**config.mk**
```make
export PLATFORM = sky130hd
export DESIGN_NAME = tpu_ctrl_flat
export DESIGN_NICKNAME = d
export VERILOG_FILES = /design/src/rtl/tpu_ctrl_pkg.sv /design/src/rtl/tpu_ctrl_if.sv /design/src/rtl/tpu_ctrl_tile_addr_gen.sv /design/src/rtl/tpu_ctrl.sv /design/src/flat_wrapper.sv
export SDC_FILE = /design/constraint.sdc
export NUM_CORES = 1
export LEC_CHECK = 0
export ABC_AREA = 1
export CORE_ASPECT_RATIO = 1.1
export CORE_MARGIN = 1
export CORE_UTILIZATION = 49
export DETAILED_ROUTE_END_ITERATION = 16
export PLACE_DENSITY_LB_ADDON = 0.05
export SETUP_SLACK_MARGIN = 0.05
export SYNTH_ARGS = -nofsm -noshare
export SYNTH_HDL_FRONTEND = slang
export SYNTH_HIERARCHICAL = 1
export SYNTH_SLANG_ARGS = --single-unit
```
**constraint.sdc**
```tcl
create_clock -name clk -period 2.59 [get_ports clk]
set_input_delay 0.3885 -clock clk [delete_from_list [all_inputs] [get_ports clk]]
set_output_delay 0.3885 -clock clk [all_outputs]
set_load 0.01 [all_outputs]
```
**src/rtl/tpu_ctrl_pkg.sv**
```systemverilog
// Shared constants, state encoding and tile-count helper for the TPU
// sequencing controller.
package tpu_ctrl_pkg;

  localparam int ARRAY_DIM       = 4;
  localparam int DRAIN_CYC       = 2 * ARRAY_DIM - 1;
  localparam int GBUFF_INDX_SIZE = 8;

  localparam int DIM_W  = 4;  // width of m, n, k
  localparam int TILE_W = 3;  // tile counts 0..4
  localparam int ROW_W  = 2;  // tile-local row / tile index 0..3
  localparam int DC_W   = 3;  // drain counter 0..6

  typedef enum logic [2:0] {
    IDLE  = 3'd0,
    CLR   = 3'd1,
    FEED  = 3'd2,
    DRAIN = 3'd3,
    WRITE = 3'd4,
    DONE  = 3'd5
  } state_t;

  // Number of ARRAY_DIM-wide tiles covering a dimension (ceil(dim/4)).
  function automatic logic [TILE_W-1:0] tile_count(input logic [DIM_W-1:0] dim);
    logic [DIM_W:0] sum;
    sum = {1'b0, dim} + (DIM_W + 1)'(ARRAY_DIM - 1);
    return sum[DIM_W:2];
  endfunction

endpackage

```
**src/rtl/tpu_ctrl_if.sv**
```systemverilog
// Command and buffer-index bus between the command source and tpu_ctrl.
interface tpu_ctrl_if;
  import tpu_ctrl_pkg::*;

  logic                       start;
  logic [DIM_W-1:0]           m;
  logic [DIM_W-1:0]           n;
  logic [DIM_W-1:0]           k;
  logic [GBUFF_INDX_SIZE-1:0] addr_a;
  logic [GBUFF_INDX_SIZE-1:0] addr_b;
  logic [GBUFF_INDX_SIZE-1:0] addr_c;
  logic                       wr_en_c;
  logic                       acc_clr;
  logic                       feed_valid;
  logic [ROW_W-1:0]           out_row;
  logic                       busy;
  logic                       done;

  modport master (
    output start, m, n, k,
    input  addr_a, addr_b, addr_c, wr_en_c, acc_clr, feed_valid,
           out_row, busy, done
  );

  modport slave (
    input  start, m, n, k,
    output addr_a, addr_b, addr_c, wr_en_c, acc_clr, feed_valid,
           out_row, busy, done
  );

endinterface

```
**src/rtl/tpu_ctrl_tile_addr_gen.sv**
```systemverilog
// Tile/row/k counters and buffer index arithmetic. Address outputs are
// registered from the next-cycle counter values, so they line up with the
// state the FSM enters on the same edge.
module tile_addr_gen
  import tpu_ctrl_pkg::*;
(
  input  logic                       clk,
  input  logic                       rst,
  input  logic                       load,       // command accepted: restart at tile (0,0)
  input  logic                       kk_run,     // currently in FEED
  input  logic                       r_run,      // currently in WRITE
  input  logic                       tile_adv,   // last WRITE row of a tile
  input  logic                       feed_nxt,   // next cycle is FEED
  input  logic                       write_nxt,  // next cycle is WRITE
  input  logic [DIM_W-1:0]           dim_m,
  input  logic [DIM_W-1:0]           dim_k,
  input  logic [TILE_W-1:0]          mt,
  input  logic [TILE_W-1:0]          nt,
  output logic [DIM_W-1:0]           kk,
  output logic [ROW_W-1:0]           r,
  output logic                       last_tile,
  output logic [GBUFF_INDX_SIZE-1:0] addr_a,
  output logic [GBUFF_INDX_SIZE-1:0] addr_b,
  output logic [GBUFF_INDX_SIZE-1:0] addr_c,
  output logic                       wr_en_c,
  output logic [ROW_W-1:0]           out_row
);

  logic [ROW_W-1:0]           i;
  logic [ROW_W-1:0]           j;
  logic [ROW_W-1:0]           i_n;
  logic [ROW_W-1:0]           j_n;
  logic [ROW_W-1:0]           r_n;
  logic [DIM_W-1:0]           kk_n;
  logic [TILE_W-1:0]          j_inc;
  logic [GBUFF_INDX_SIZE-1:0] tile_idx;

  assign last_tile = ({1'b0, i} == mt - 1'b1) && ({1'b0, j} == nt - 1'b1);

  // Next counter values; column tile j is inner, row tile i outer.
  always_comb begin
    // NOTE: every variable gets a default first so no path leaves it unassigned and infers a latch.
    kk_n  = kk_run ? kk + 1'b1 : '0;
    r_n   = r_run ? r + 1'b1 : '0;
    i_n   = i;
    j_n   = j;
    j_inc = {1'b0, j} + 1'b1;
    if (load) begin
      i_n = '0;
      j_n = '0;
    end else if (tile_adv) begin
      if (j_inc == nt) begin
        j_n = '0;
        i_n = i + 1'b1;
      end else begin
        j_n = j_inc[ROW_W-1:0];
      end
    end
    tile_idx = GBUFF_INDX_SIZE'(i_n) * GBUFF_INDX_SIZE'(nt) + GBUFF_INDX_SIZE'(j_n);
  end

  // Counter state and registered buffer indices.
  always_ff @(posedge clk) begin
    if (rst) begin
      i       <= '0;
      j       <= '0;
      kk      <= '0;
      r       <= '0;
      addr_a  <= '0;
      addr_b  <= '0;
      addr_c  <= '0;
      wr_en_c <= 1'b0;
      out_row <= '0;
    end else begin
      // NOTE: non-blocking assignments so every flop samples pre-edge values regardless of statement order.
      i       <= i_n;
      j       <= j_n;
      kk      <= kk_n;
      r       <= r_n;
      addr_a  <= feed_nxt ? GBUFF_INDX_SIZE'(i_n) * GBUFF_INDX_SIZE'(dim_k)
                            + GBUFF_INDX_SIZE'(kk_n) : '0;
      addr_b  <= feed_nxt ? GBUFF_INDX_SIZE'(j_n) * GBUFF_INDX_SIZE'(dim_k)
                            + GBUFF_INDX_SIZE'(kk_n) : '0;
      addr_c  <= write_nxt ? {tile_idx[GBUFF_INDX_SIZE-3:0], r_n} : '0;
      // {i, r} is the global output row i*4 + r; rows past m are padding.
      wr_en_c <= write_nxt && ({i_n, r_n} < dim_m);
      out_row <= write_nxt ? r_n : '0;
    end
  end

endmodule

```
**src/rtl/tpu_ctrl.sv**
```systemverilog
// Sequencing controller: walks the output matrix tile by tile, issuing
// buffer read indices, array clear/feed strobes and result-row writes.
module tpu_ctrl
  import tpu_ctrl_pkg::*;
(
  input  logic       clk,
  input  logic       rst,
  tpu_ctrl_if.slave  bus
);

  state_t            state;
  state_t            state_n;
  logic [DC_W-1:0]   dc;
  logic [DC_W-1:0]   dc_n;
  logic [DIM_W-1:0]  dim_m;
  logic [DIM_W-1:0]  dim_k;
  logic [TILE_W-1:0] mt;
  logic [TILE_W-1:0] nt;
  logic [DIM_W-1:0]  kk;
  logic [ROW_W-1:0]  r;
  logic              last_tile;
  logic              load;
  logic              kk_run;
  logic              r_run;
  logic              tile_adv;
  logic              feed_nxt;
  logic              write_nxt;

  // Next-state logic and counter enables.
  always_comb begin
    state_n   = state;
    load      = 1'b0;
    dc_n      = (state == DRAIN) ? dc + 1'b1 : '0;
    kk_run    = (state == FEED);
    r_run     = (state == WRITE);
    tile_adv  = (state == WRITE) && (r == ROW_W'(ARRAY_DIM - 1));
    unique case (state)
      IDLE: begin
        if (bus.start) begin
          load = 1'b1;
          if (bus.m == '0 || bus.n == '0 || bus.k == '0) state_n = DONE;
          else                                            state_n = CLR;
        end
      end
      CLR:   state_n = FEED;
      FEED:  if (kk == dim_k - 1'b1) state_n = DRAIN;
      DRAIN: if (dc == DC_W'(DRAIN_CYC - 1)) state_n = WRITE;
      WRITE: if (tile_adv) state_n = last_tile ? DONE : CLR;
      DONE:  state_n = IDLE;
      default: state_n = IDLE;
    endcase
    feed_nxt  = (state_n == FEED);
    write_nxt = (state_n == WRITE);
  end

  // State, drain counter and command latch.
  always_ff @(posedge clk) begin
    if (rst) begin
      state <= IDLE;
      dc    <= '0;
      dim_m <= '0;
      dim_k <= '0;
      mt    <= '0;
      nt    <= '0;
    end else begin
      state <= state_n;
      dc    <= dc_n;
      if (load) begin
        dim_m <= bus.m;
        dim_k <= bus.k;
        mt    <= tile_count(bus.m);
        nt    <= tile_count(bus.n);
      end
    end
  end

  // Registered control strobes; feed_valid trails FEED by the buffer read latency.
  always_ff @(posedge clk) begin
    if (rst) begin
      bus.acc_clr    <= 1'b0;
      bus.feed_valid <= 1'b0;
      bus.busy       <= 1'b0;
      bus.done       <= 1'b0;
    end else begin
      bus.acc_clr    <= (state_n == CLR);
      bus.feed_valid <= (state == FEED);
      bus.busy       <= (state_n != IDLE);
      bus.done       <= (state_n == DONE);
    end
  end

  tile_addr_gen u_addr (
    .clk       (clk),
    .rst       (rst),
    .load      (load),
    .kk_run    (kk_run),
    .r_run     (r_run),
    .tile_adv  (tile_adv),
    .feed_nxt  (feed_nxt),
    .write_nxt (write_nxt),
    .dim_m     (dim_m),
    .dim_k     (dim_k),
    .mt        (mt),
    .nt        (nt),
    .kk        (kk),
    .r         (r),
    .last_tile (last_tile),
    .addr_a    (bus.addr_a),
    .addr_b    (bus.addr_b),
    .addr_c    (bus.addr_c),
    .wr_en_c   (bus.wr_en_c),
    .out_row   (bus.out_row)
  );

endmodule

```
**src/flat_wrapper.sv**
```systemverilog
// flat-port wrapper written by rule: the top's interface ports become plain ports
module tpu_ctrl_flat import tpu_ctrl_pkg::*;
  (clk, rst, bus_start, bus_m, bus_n, bus_k, bus_addr_a, bus_addr_b, bus_addr_c, bus_wr_en_c, bus_acc_clr, bus_feed_valid, bus_out_row, bus_busy, bus_done);
  tpu_ctrl_if bus_i ();
  input  logic clk;
  input  logic rst;
  input wire logic [$bits(bus_i.start)-1:0] bus_start;
  input wire logic [$bits(bus_i.m)-1:0] bus_m;
  input wire logic [$bits(bus_i.n)-1:0] bus_n;
  input wire logic [$bits(bus_i.k)-1:0] bus_k;
  output wire logic [$bits(bus_i.addr_a)-1:0] bus_addr_a;
  output wire logic [$bits(bus_i.addr_b)-1:0] bus_addr_b;
  output wire logic [$bits(bus_i.addr_c)-1:0] bus_addr_c;
  output wire logic [$bits(bus_i.wr_en_c)-1:0] bus_wr_en_c;
  output wire logic [$bits(bus_i.acc_clr)-1:0] bus_acc_clr;
  output wire logic [$bits(bus_i.feed_valid)-1:0] bus_feed_valid;
  output wire logic [$bits(bus_i.out_row)-1:0] bus_out_row;
  output wire logic [$bits(bus_i.busy)-1:0] bus_busy;
  output wire logic [$bits(bus_i.done)-1:0] bus_done;
  assign bus_i.start = bus_start;
  assign bus_i.m = bus_m;
  assign bus_i.n = bus_n;
  assign bus_i.k = bus_k;
  assign bus_addr_a = bus_i.addr_a;
  assign bus_addr_b = bus_i.addr_b;
  assign bus_addr_c = bus_i.addr_c;
  assign bus_wr_en_c = bus_i.wr_en_c;
  assign bus_acc_clr = bus_i.acc_clr;
  assign bus_feed_valid = bus_i.feed_valid;
  assign bus_out_row = bus_i.out_row;
  assign bus_busy = bus_i.busy;
  assign bus_done = bus_i.done;
  tpu_ctrl u_core (.clk(clk), .rst(rst), .bus(bus_i));
endmodule
```
==> summary.md, run 1 <==
| Metric | Value |
|---|---|
| Outcome | finished, violations left |
| Failing checks | setup timing |
| Setup CP Type | reg2reg |
| Slowest stage delay, CP | 0.56 ns |
| Area grow syn2layout | 34.8% |
| Ant. Diodes | 0 |
| GR Overflow Total | 0 |
| Clock share of power | between 20 and 30% |
| Total Die Area | 6670 um^2 |
| Synth warnings | 6 |
| Area share of the largest cell type after synthesis | 34.8% |
| Sequential cell area fraction in the yosys report | 34.8% |
| Post-synthesis simple-gate area fraction | between 20% and 30% |
| RSZ-0062 raised after global routing | true |
| Slew Viols, Final | 0 |
| Core area | approximately 6200 um^2 |
| Standard-cell rows | 30 |
| Fmax | 364 MHz |
| CTS buffer count | 5 |
| Nets | 548 |
| WL final | 7020 um |
| Share of total power in combinational logic | 19.5% |
| Mux contribution to synthesized area | 0% |
| Slowest stage cell, crit path | fa_2 |
| Initial DRC count | 91 |
| Vias in the first global route | approximately 2.6k |
| Post-Synth Adder-Cell Area | 16.5% |
| Clock Tree Buf Depth | 2 |
| Initial Util | 50.5% |
| Largest net degree at the start of global routing | 18 |
| Worst-path clk slew | roughly 0.1 ns |
| CP Max Fanout | 5 |
| Final Hold Fails | 0 |
| Vias per cell | 4.77 |
| Post-synth ARST share | 0% |
| Cell area after synthesis | slightly above 3000 um^2 |
| Worst path required time | ~2.8 ns |
| CTS H-tree depth | 2 |
| Layout cells sized above 1 | 24.6% |
| Clock Tree Root | clkbuf_8 |
| Worst skew pair latency | 0.30 ns |
| Largest family of logic cells by synthesized area | simple AND/OR/NAND/NOR gates |
| CP Launch Type | flip-flop |
| NetSw | 492 uW |
| Worst Setup SP | u_core/u_addr/j[1] |
| CTS Hold Bufs | 0 |
| Int Pwr | ~1.2 mW |
| Setup ws final | -0.158 ns |
| Fin Setup TNS | -1.19 ns |
| Xor-xnor portion of the synthesized cell area | 2.54% |
| Number of port buffers | 40 |
| Clock sink count | 54 |
| Worst path bufs/invs | 5 |
| Setup slack at placement | -0.400 ns |
| Setup Viol. Count Final | 11 |
| Yosys reg bits | 54 |
| Syn_area_per_cell | 7.42 um^2 |
| 1st-pass router iterations | 4 |
| Post-DP HPWL | 5300 um |
| Final Instance Area | 4190 um^2 |
| Total number of vias | 2759 |
| R2R Path Start | u_core/u_addr/j[1] |
| Top cells by count, synth | 76 x nor2_1, 71 x inv_1, 65 x nand2_1, 54 x dfxtp_1, 25 x ha_1 |
| CP arrival | between 2 and 3 ns |
| Sequential Power Share | between 50% and 60% |
| Unique masters post-synth | 34 |
| Worst hold start | u_core/dc[0] |
| Chip Height | 85.5 um |
| Setup crit end kind | flip-flop |
| Leak | 1.83 nW |
| Top_reg_cell synth | dfxtp_1 |
| Max rail drop VDD | ~350 uV |
| CP Cell Sequence | ha_4 > inv_4 > nand2_2 > nand2_2 > nor2_4 > nand4_1 > nand3_4 > buf_4 > buf_6 > buf_4 > nor2_4 > ha_4 > inv_1 > fa_2 > nor2_1 |
| Die W | 78.0 um |
| Initial antenna violation count | 0 |
| Gate Count Post-Synth | between 400 and 500 |
| Dpl cell area | a little under 4000 um^2 |
| Num ports | 46 |
| Synth Area in Compound Gates | 8.05% |
| Drt drc | 0 |
| Wire per inst | 12.1 um |
| CP top delay family | adder cells |
| Ranking of synthesized cells by area | dfxtp_1 35%, ha_1 10%, nor2_1 9.2% |
| Final period util | 106% |
| Max cap viols | 0 |
| Pwr/cell area | a little over 400 nW/um^2 |
| Switching Share | roughly 29% |
| Fill cell count | 535 |
| GRT Util Overall | a little over a fifth |
| First-pass GRT wire length | 11400 um |
| Hold crit path type | reg2reg |
| Post-synth EDFFs | 0 |
| DRT antenna net count | 0 |
| Clk_skew | 0.00646 ns |
| Most numerous cell in the Yosys netlist | nor2_1 |
| CTS tree | yes |
| GP Congestion | about 0.87 |
| Final min period | 2.75 ns |
| Post-synth top area cell | dfxtp_1 |
==> placed cells by master (no fill, tap or decap), types with 7 or more instances in the layout <==
master	netlist	layout
o21ai_0	15	11
ha_1	25	18
nor2_4	2	9
nand2_2	6	15
inv_2	3	7
dfxtp_1	54	49
nor2_1	76	65
clkdlybuf4s50_1	0	40
inv_1	71	66
nand3_1	21	15
a21oi_1	24	21
nand2_1	65	56
buf_4	8	39
nor2_2	3	7
==> cell families after synthesis <==
kind of cell,Yosys count
and+or+nand+nor,187
adders and majority gates,35
DFF,54
xor gates and xnor gates,9
other,1
AOI/OAI and AO/OA,46
buffers and inverters,87
==> power by group through the flow <==
| stage | registers [mW] | logic (mW) | clock network [mW] |
|---|---|---|---|
| 4_1_cts | 0.890 | 0.327 | 0.507 |
| 3_5_place_dp | 0.909 | 0.320 | 0 |
| 5_1_grt | 0.895 | 0.373 | 0.534 |
| 3_3_place_gp | 0.909 | 0.318 | 0 |
| 6_report | 0.890 | 0.333 | 0.489 |
| 2_1_floorplan | 0.910 | 0.212 | 0 |
==> area by class of cell <==
cell class	instances	area, um^2	share of cell area (%)
clock buffers	6	82.6	1.97
multi-input cells	282	1920	45.7
well taps	80	100	2.39
flip-flops and latches	54	1090	26.0
clock inverters	2	12.5	0.298
inverters	75	287	6.83
repair buffers	80	704	16.8
==> registers in the layout, summed over array words and instances (netlist names) <==
name	cells
u_core/u_addr/addr_a	6
u_core/state	3
u_core/bus.busy	1
u_core/mt	3
u_core/dim_m	4
u_core/u_addr/kk	4
u_core/bus.feed_valid	1
u_core/bus.acc_clr	1
u_core/bus.done	1
u_core/u_addr/wr_en_c	1
u_core/dc	3
u_core/nt	3
u_core/u_addr/j	2
u_core/dim_k	4
u_core/u_addr/addr_b	6
u_core/u_addr/r	2
u_core/u_addr/addr_c	7
u_core/u_addr/i	2
==> metal layers <==
| layer | routed length [um] | track usage, % |
|---|---|---|
| met3 | 186 | 3.72 |
| met4 | 170 | 7.74 |
| met1 | 3210 | 27.3 |
| met5 | 0 | 0 |
| met2 | 3450 | 37.9 |
==> repair_timing <==
action,4_1_cts,5_1_grt
setup buffers,5,2
cloned,0,0
pin swaps,32,25
setup endpoints to repair,10,15
gates resized for setup,17,24
==> path summary, 6_finish.rpt <==
path	to	slack, ns	cells past startpoint
hold reg to reg	u_core/dc[0]	0.47	1
setup / recovery	u_core/u_addr/addr_c[4]	-0.16	15
setup reg to reg	u_core/u_addr/addr_c[4]	-0.16	15
hold / removal	u_core/dc[0]	0.47	1
==> through the flow <==
step                std cells  hold WS, ns  total power, mW  util (%)
global placement          564        0.430             1.23      63.0
finish                    579        0.466             1.71      68.1
detailed placement        564        0.450             1.23      63.0
floorplan                 423        0.417             1.12         -
global route              579        0.493             1.80      68.1
CTS                       577        0.467             1.72      66.0
Power figures use the tool's default switching activity.
==> inputs of run 2 (changes only) <==
--- a/config.mk
+++ b/config.mk
@@ -5,11 +5,11 @@
 export SDC_FILE = /design/constraint.sdc
 export NUM_CORES = 1
 export LEC_CHECK = 0
-export ABC_AREA = 1
 export CORE_ASPECT_RATIO = 1.1
 export CORE_MARGIN = 1
-export CORE_UTILIZATION = 49
+export CORE_UTILIZATION = 55
 export DETAILED_ROUTE_END_ITERATION = 16
+export DONT_BUFFER_PORTS = 1
 export PLACE_DENSITY_LB_ADDON = 0.05
 export SETUP_SLACK_MARGIN = 0.05
 export SYNTH_ARGS = -nofsm -noshare
==> run 2 against run 1 <==
  * The run still ends with setup timing left
  * Clock skew is 0.00084 ns lower
  * Combinational power is 30% lower
  * Routed wire length is 15% lower
  * Final area is 14% lower
  * Setup slack worse by 0.18 ns
  * Sequential power is 1% lower
  * Power is 9.7% lower
  * Final cell count is 23% lower
  * Via count is 17% lower
  * Largest cell class unchanged
==> summary.md, run 2 <==
| Metric | Value |
|---|---|
| Largest regs | u_core/u_addr/addr_c (7), u_core/u_addr/addr_a (6), u_core/u_addr/addr_b (6) |
| Clock Tree Buf Depth | 2 |
| DRT antenna net count | 0 |
| Worst path required time | roughly 2.8 ns |
| Multi-input gate area | 1920 um^2 |
| GP Congestion | 0.831 |
| Worst Hold Endpoint | u_core/state[1] |
| Most frequent CP cell | inv_2 |
| Critical Path Stages | 13 |
| CP Cell Sequence | nor3b_4 > nand3_2 > inv_2 > nand2_2 > nand4b_1 > xor2_2 > or3_4 > fa_2 > inv_2 > ha_4 > inv_2 > fa_2 > nor2_1 |
| Leak | ~1.5 nW |
| First-pass GRT wire length | 10300 um |
| Non-Filler Instances | 445 |
| Ant. Diodes | 0 |
| Worst path bufs/invs | 3 |
| Area grow syn2layout | 21.3% |
| Total number of vias | 2284 |
| Core area | 5100 um^2 |
| Top_reg_cell synth | dfxtp_1 |
| Syn_area_per_cell | 8.96 um^2 |
| Synth warnings | 6 |
| Wire per inst | 13.5 um |
| CP top delay family | adder cells |
| Drt drc | 0 |
| Terminus of the critical flop-to-flop path | u_core/u_addr/addr_c[4] |
| Most frequent cells in the layout | 48 x dfxtp_1, 44 x buf_4, 39 x nor2_1, 25 x nand2_1, 19 x ha_1 |
| Top cells by count, synth | 54 x dfxtp_1, 43 x nor2_1, 26 x nand2_1, 25 x ha_1, 21 x inv_1 |
| Chip Height | between 70 and 80 um |
| Hold Slack | 0.146 ns |
| Worst-path clk slew | 0.09 ns |
| Gate Count Post-Synth | 332 |
| Max cap viols | 0 |
| Seq. cell area | 1090 um^2 |
| Final Hold Fails | 0 |
| Final min period | 2.93 ns |
| Yosys reg bits | 54 |
| Setup slack, reg-to-reg | -0.34 ns |
| Pwr/cell area | 429 nW/um^2 |
| Max rail drop VDD | 383 uV |
| 1st-pass router iterations | 4 |
| Slew Viols, Final | 0 |
| Clock sink count | 54 |
| CTS H-tree depth | 2 |
| Cell area after synthesis | slightly below 3000 um^2 |
| Vias per cell | 5.13 |
| Initial antenna violation count | 0 |
| R2R Path Start | u_core/state[1] |
| Slowest stage delay, CP | between 0.5 and 0.6 ns |
| Failing checks | setup timing |
| Post-synth EDFFs | 0 |
| Num ports | 46 |
| Largest net degree at the start of global routing | 36 |
| CTS tree | yes |
| Sequential Power Share | 57.0% |
| Worst hold start | rst |
| Unique masters post-synth | 46 |
| Setup crit end kind | flip-flop |
| Fmax | approximately 340 MHz |
| Worst skew pair latency | 0.29 ns |
| Fill cell count | 396 |
| GRT Util Overall | 23.2% |
| Slowest stage cell, crit path | fa_2 |
| Number of port buffers | 0 |
| Post-placement cell count | 434 |
| Ranking of synthesized cells by area | dfxtp_1 36%, ha_1 11%, fa_1 6.7% |
| NetSw | 400 uW |
| Most common cell after layout, fill and taps aside | dfxtp_1 |
| Share of total power in combinational logic | 15.1% |
| CTS buffer count | 5 |
| Layout cells sized above 1 | 27.3% |
| Top reg by flops | u_core/u_addr/addr_c |
| WL final | around 6000 um |
| Clock Tree Root | clkbuf_8 |
| CP Max Fanout | 5 |
| Setup slack at placement | -0.482 ns |
| Nets | 422 |
| Total Die Area | roughly 5700 um^2 |
| Switching Share | 25.9% |
| Post-synth top area cell | dfxtp_1 |
| CP arrival | about 3.2 ns |
| Initial Util | 58.3% |
| Die W | 72.1 um |
| CP Launch Type | flip-flop |
| Setup CP Type | reg2reg |
| Sequential cell area fraction in the yosys report | 36.3% |
| GR Overflow Total | 0 |
| Fin Setup TNS | -2.50 ns |
| Setup Viol. Count Final | 11 |
| Initial DRC count | 66 |
| Clk_skew | around 0.0056 ns |
| Final period util | 113% |
| Reg2Reg Depth | 13 |
| Clock share of power | 27.9% |
| Int Pwr | 1.15 mW |
| Max reg flops | 7 |
| Post-synth ARST share | 0% |
| Outcome | finished, violations left |
| RSZ-0062 raised after global routing | true |
| Hold path cells | 1 |
| Standard-cell rows | 27 |
| Hold crit path type | in2reg |
| Area share of the largest cell type after synthesis | 36.3% |
| Tot Pwr | 1.55 mW |
| Most numerous cell in the Yosys netlist | dfxtp_1 |
| Post-DP HPWL | 4530 um |
| Setup ws final | -0.340 ns |
| Vias in the first global route | 2221 |
-- run 2: worst max-delay path by stage --
stage	from	endpoint
floorplan	u_core/state[2]	u_core/u_addr/addr_c[5]
global placement	u_core/u_addr/j[0]	u_core/u_addr/addr_c[5]
detailed placement	u_core/u_addr/j[0]	u_core/u_addr/addr_c[5]
CTS	u_core/state[0]	u_core/u_addr/addr_c[4]
global route	u_core/state[0]	u_core/u_addr/addr_a[5]
finish	u_core/state[1]	u_core/u_addr/addr_c[4]
-- run 2: power groups by stage --
stage	sequential (mW)	clock, mW	combinational [mW]
floorplan	0.900	0	0.166
global placement	0.898	0	0.226
detailed placement	0.899	0	0.228
CTS	0.881	0.458	0.232
global route	0.884	0.485	0.261
finish	0.881	0.432	0.234
-- run 2: timing repair --
item / in CTS / in global routing
pin swaps: 29 / 4
hold buffers: 0 / 0
endpoints found under the hold margin: 0 / 0
endpoints found under the setup margin: 12 / 14
setup buffers: 2 / 2
gates resized for setup: 22 / 11
-- run 2: metrics by stage --
stage	util, %	area, um^2
CTS	69.4	3540
global placement	65.7	3350
detailed placement	65.7	3350
floorplan	-	3040
global route	70.7	3610
finish	70.7	3610
-- run 2: cell type report --
type	instances	area share [%]
Clock buffer	5	1.91
Clock inverter	3	0.312
Inverter	23	2.46
Multi-Input combinational cell	244	53.3
Sequential cell	54	30.3
Tap cell	72	2.50
Timing Repair Buffer	44	9.16
-- run 2: cells by family after synthesis --
family                   Yosys count  synth area share (%)
AND/OR/NAND/NOR                  135                  23.3
flip-flops                        54                  36.3
AO/OA/AOI/OAI                     42                  8.96
buffers and inverters             38                  5.81
adder cells (fa/ha/maj)           35                  17.2
XOR/XNOR                          27                  8.20
other                              1                 0.126
-- run 2: layer usage --
| layer | global-route usage (%) | part of all wire (%) | vias to the layer above |
|---|---|---|---|
| met5 | 0 | 0 | - |
| met4 | 7.45 | 1.6 | 0 |
| met3 | 3.81 | 4.1 | 8 |
| met2 | 39.4 | 50 | 54 |
| met1 | 29.8 | 45 | 1054 |
| li1 | - | - | 1168 |
==> inputs of run 3 (changes only) <==
--- a/config.mk
+++ b/config.mk
@@ -11,7 +11,7 @@
 export DETAILED_ROUTE_END_ITERATION = 16
 export DONT_BUFFER_PORTS = 1
 export PLACE_DENSITY_LB_ADDON = 0.05
-export SETUP_SLACK_MARGIN = 0.05
+export SETUP_SLACK_MARGIN = 0.3
 export SYNTH_ARGS = -nofsm -noshare
 export SYNTH_HDL_FRONTEND = slang
 export SYNTH_HIERARCHICAL = 1
==> run 3 against run 2 <==
  * The flow still finishes with violations (setup timing)
  * Worst hold slack worse by 0.027 ns
  * Register-to-register slack worse by 0.04 ns
  * Sequential share of layout area is 1.7 points lower
  * Setup slack worse by 0.044 ns
==> summary.md, run 3 (synthesis gave the netlist of run 2 again) <==
| Metric | Value |
|---|---|
| Outcome | finished, violations left |
| Failing checks | setup timing |
| Ant. Diodes | 0 |
| Pwr/cell area | 423 nW/um^2 |
| Setup crit end kind | flip-flop |
| Initial antenna violation count | 0 |
| Clk_skew | ~0.0046 ns |
| Clock share of power | 28.6% |
| Slew Viols, Final | 0 |
| Worst Setup SP | u_core/state[1] |
| Setup Viol. Count Final | 12 |
| Number of port buffers | 0 |
| Clock sink count | between 50 and 60 |
| Terminus of the critical flop-to-flop path | u_core/u_addr/addr_c[4] |
| CP top delay family | adder cells |
| R2R Path Start | u_core/state[1] |
| Clock Tree Root | clkbuf_8 |
| Final min period | 2.97 ns |
| Share of total power in combinational logic | 16.9% |
| WL final | 6500 um |
| GRT Util Overall | about a quarter |
| Int Pwr | 1.18 mW |
| Setup CP Type | reg2reg |
| Dpl cell area | 3340 um^2 |
| Fin Setup TNS | -2.88 ns |
| Setup ws final | -0.384 ns |
| Largest regs | u_core/u_addr/addr_c (7), u_core/u_addr/addr_a (6), u_core/u_addr/addr_b (6) |
| Die W | 72.1 um |
| Largest net degree at the start of global routing | 36 |
| CP Max Fanout | 5 |
| Top reg by flops | u_core/u_addr/addr_c |
| Leak | 1.62 nW |
| CTS H-tree depth | 2 |
| Max cap viols | 0 |
| Initial DRC count | between 70 and 80 |
| Setup slack at placement | -0.467 ns |
| Initial Util | between 50 and 60% |
| First-pass GRT wire length | 10800 um |
| GP Congestion | between 0.8 and 0.9 |
| 1st-pass router iterations | 4 |
| RSZ-0062 raised after global routing | true |
| Critical Path Stages | 13 |
| CP Launch Type | flip-flop |
| Most common cell after layout, fill and taps aside | buf_4 |
| Total Die Area | 5710 um^2 |
| Fmax | 336 MHz |
| Post-DP HPWL | ~4500 um |
| CP Cell Sequence | nor3b_4 > nand3_2 > inv_4 > nand2_1 > nand4b_1 > xor2_2 > or3_4 > fa_2 > inv_2 > ha_4 > inv_2 > fa_2 > nor2_1 |
| Worst skew pair latency | 0.32 ns |
| Layout cells sized above 1 | 33.3% |
| Reg2Reg Depth | 13 |
| Seq. cell area | between 1000 and 1500 um^2 |
| Final period util | 115% |
| Max rail drop VDD | 346 uV |
| Fill cell count | 370 |
| Slowest stage delay, CP | about 0.53 ns |
| Sequential Power Share | 54.5% |
| DRT antenna net count | 0 |
| Num ports | 46 |
| Non-Filler Instances | around 460 |
| Worst path bufs/invs | 3 |
| Core area | 5100 um^2 |
| Standard-cell rows | 27 |
| CTS buffer count | 5 |
| CP arrival | between 3 and 4 ns |
| Worst path required time | 2.85 ns |
| Tot Pwr | 1.62 mW |
| Clock Tree Buf Depth | 2 |
| Chip Height | 79.1 um |
| Slowest stage cell, crit path | fa_2 |
| Setup slack, reg-to-reg | -0.38 ns |
| Area grow syn2layout | 29.2% |
| Worst-path clk slew | 0.09 ns |
| Post-placement cell count | 432 |
| Max reg flops | 7 |
| Nets | 433 |
| CP Capture Point | u_core/u_addr/addr_c[4] |
| Hold crit path type | in2reg |
| CTS Hold Bufs | 0 |
| Vias per cell | just over 5 |
| Wire per inst | ~14 um |
| Most frequent cells in the layout | 48 x buf_4, 47 x dfxtp_1, 36 x nor2_1, 26 x nand2_1, 18 x ha_1 |
| Vias in the first global route | 2435 |
| Drt drc | 0 |
| NetSw | 448 uW |
| Final Instance Area | 3840 um^2 |
| GR Overflow Total | 0 |
| Final Hold Fails | 0 |
| Multi-input gate area | around 2000 um^2 |
| Total number of vias | 2361 |
| CTS tree | yes |
| Switching Share | 27.6% |
[run 3: per-layer routing]
metal | GRT usage [%] | routed length, um
met2 | 42.6 | 3260
met3 | 5.33 | 177
met5 | 0 | 0
met1 | 29.8 | 2900
met4 | 9.41 | 160
[run 3: power groups by stage]
stage	registers (mW)	logic [mW]	clock network, mW
global route	0.889	0.304	0.511
detailed placement	0.900	0.227	0
finish	0.885	0.274	0.465
CTS	0.883	0.256	0.474
global placement	0.900	0.222	0
floorplan	0.900	0.166	0
[run 3: cell type report]
type	count	area share, %
sequential	54	28.6
timing repair buffer	55	11.5
tap	72	2.35
inverter	23	2.57
multi-input combinational	244	52.8
clock inverter	2	0.261
clock buffer	6	1.89
[run 3: how the worst min path moves through the flow]
stage                       startpoint         endpoint  slack, ns  cells past startpoint
final                              rst  u_core/bus.busy       0.12                      1
after global placement    u_core/dc[0]     u_core/dc[0]       0.43                      1
after detailed placement  u_core/dc[0]     u_core/dc[0]       0.44                      1
after floorplan           u_core/dc[0]     u_core/dc[0]       0.42                      1
after global routing               rst  u_core/bus.busy       0.10                      1
after CTS                          rst     u_core/nt[0]       0.12                      1
[run 3: per-stage QoR]
step / util (%) / hold slack (ns)
2_1_floorplan: - / 0.417
3_3_place_gp: 65.4 / 0.432
3_5_place_dp: 65.4 / 0.440
4_1_cts: 72.4 / 0.119
5_1_grt: 75.3 / 0.101
6_report: 75.3 / 0.119
[run 3: worst register-to-register path: stages, from the launching register on]
cell and delay, ns:
dfxtp_2 0.35, nor3b_4 0.21, nand3_2 0.13, inv_4 0.10, nand2_1 0.06, nand4b_1 0.22, xor2_2 0.24, or3_4 0.35
fa_2 0.53, inv_2 0.04, ha_4 0.15, inv_2 0.05, fa_2 0.41, nor2_1 0.09
[run 3: timing repair]
| item | in CTS | in global routing |
|---|---|---|
| cloned | 0 | 0 |
| pin swaps | 29 | 27 |
| endpoints found under the setup margin | 18 | 21 |
| setup buffers | 12 | 4 |
| resized for setup | 44 | 22 |
| endpoints found under the hold margin | 0 | 0 |
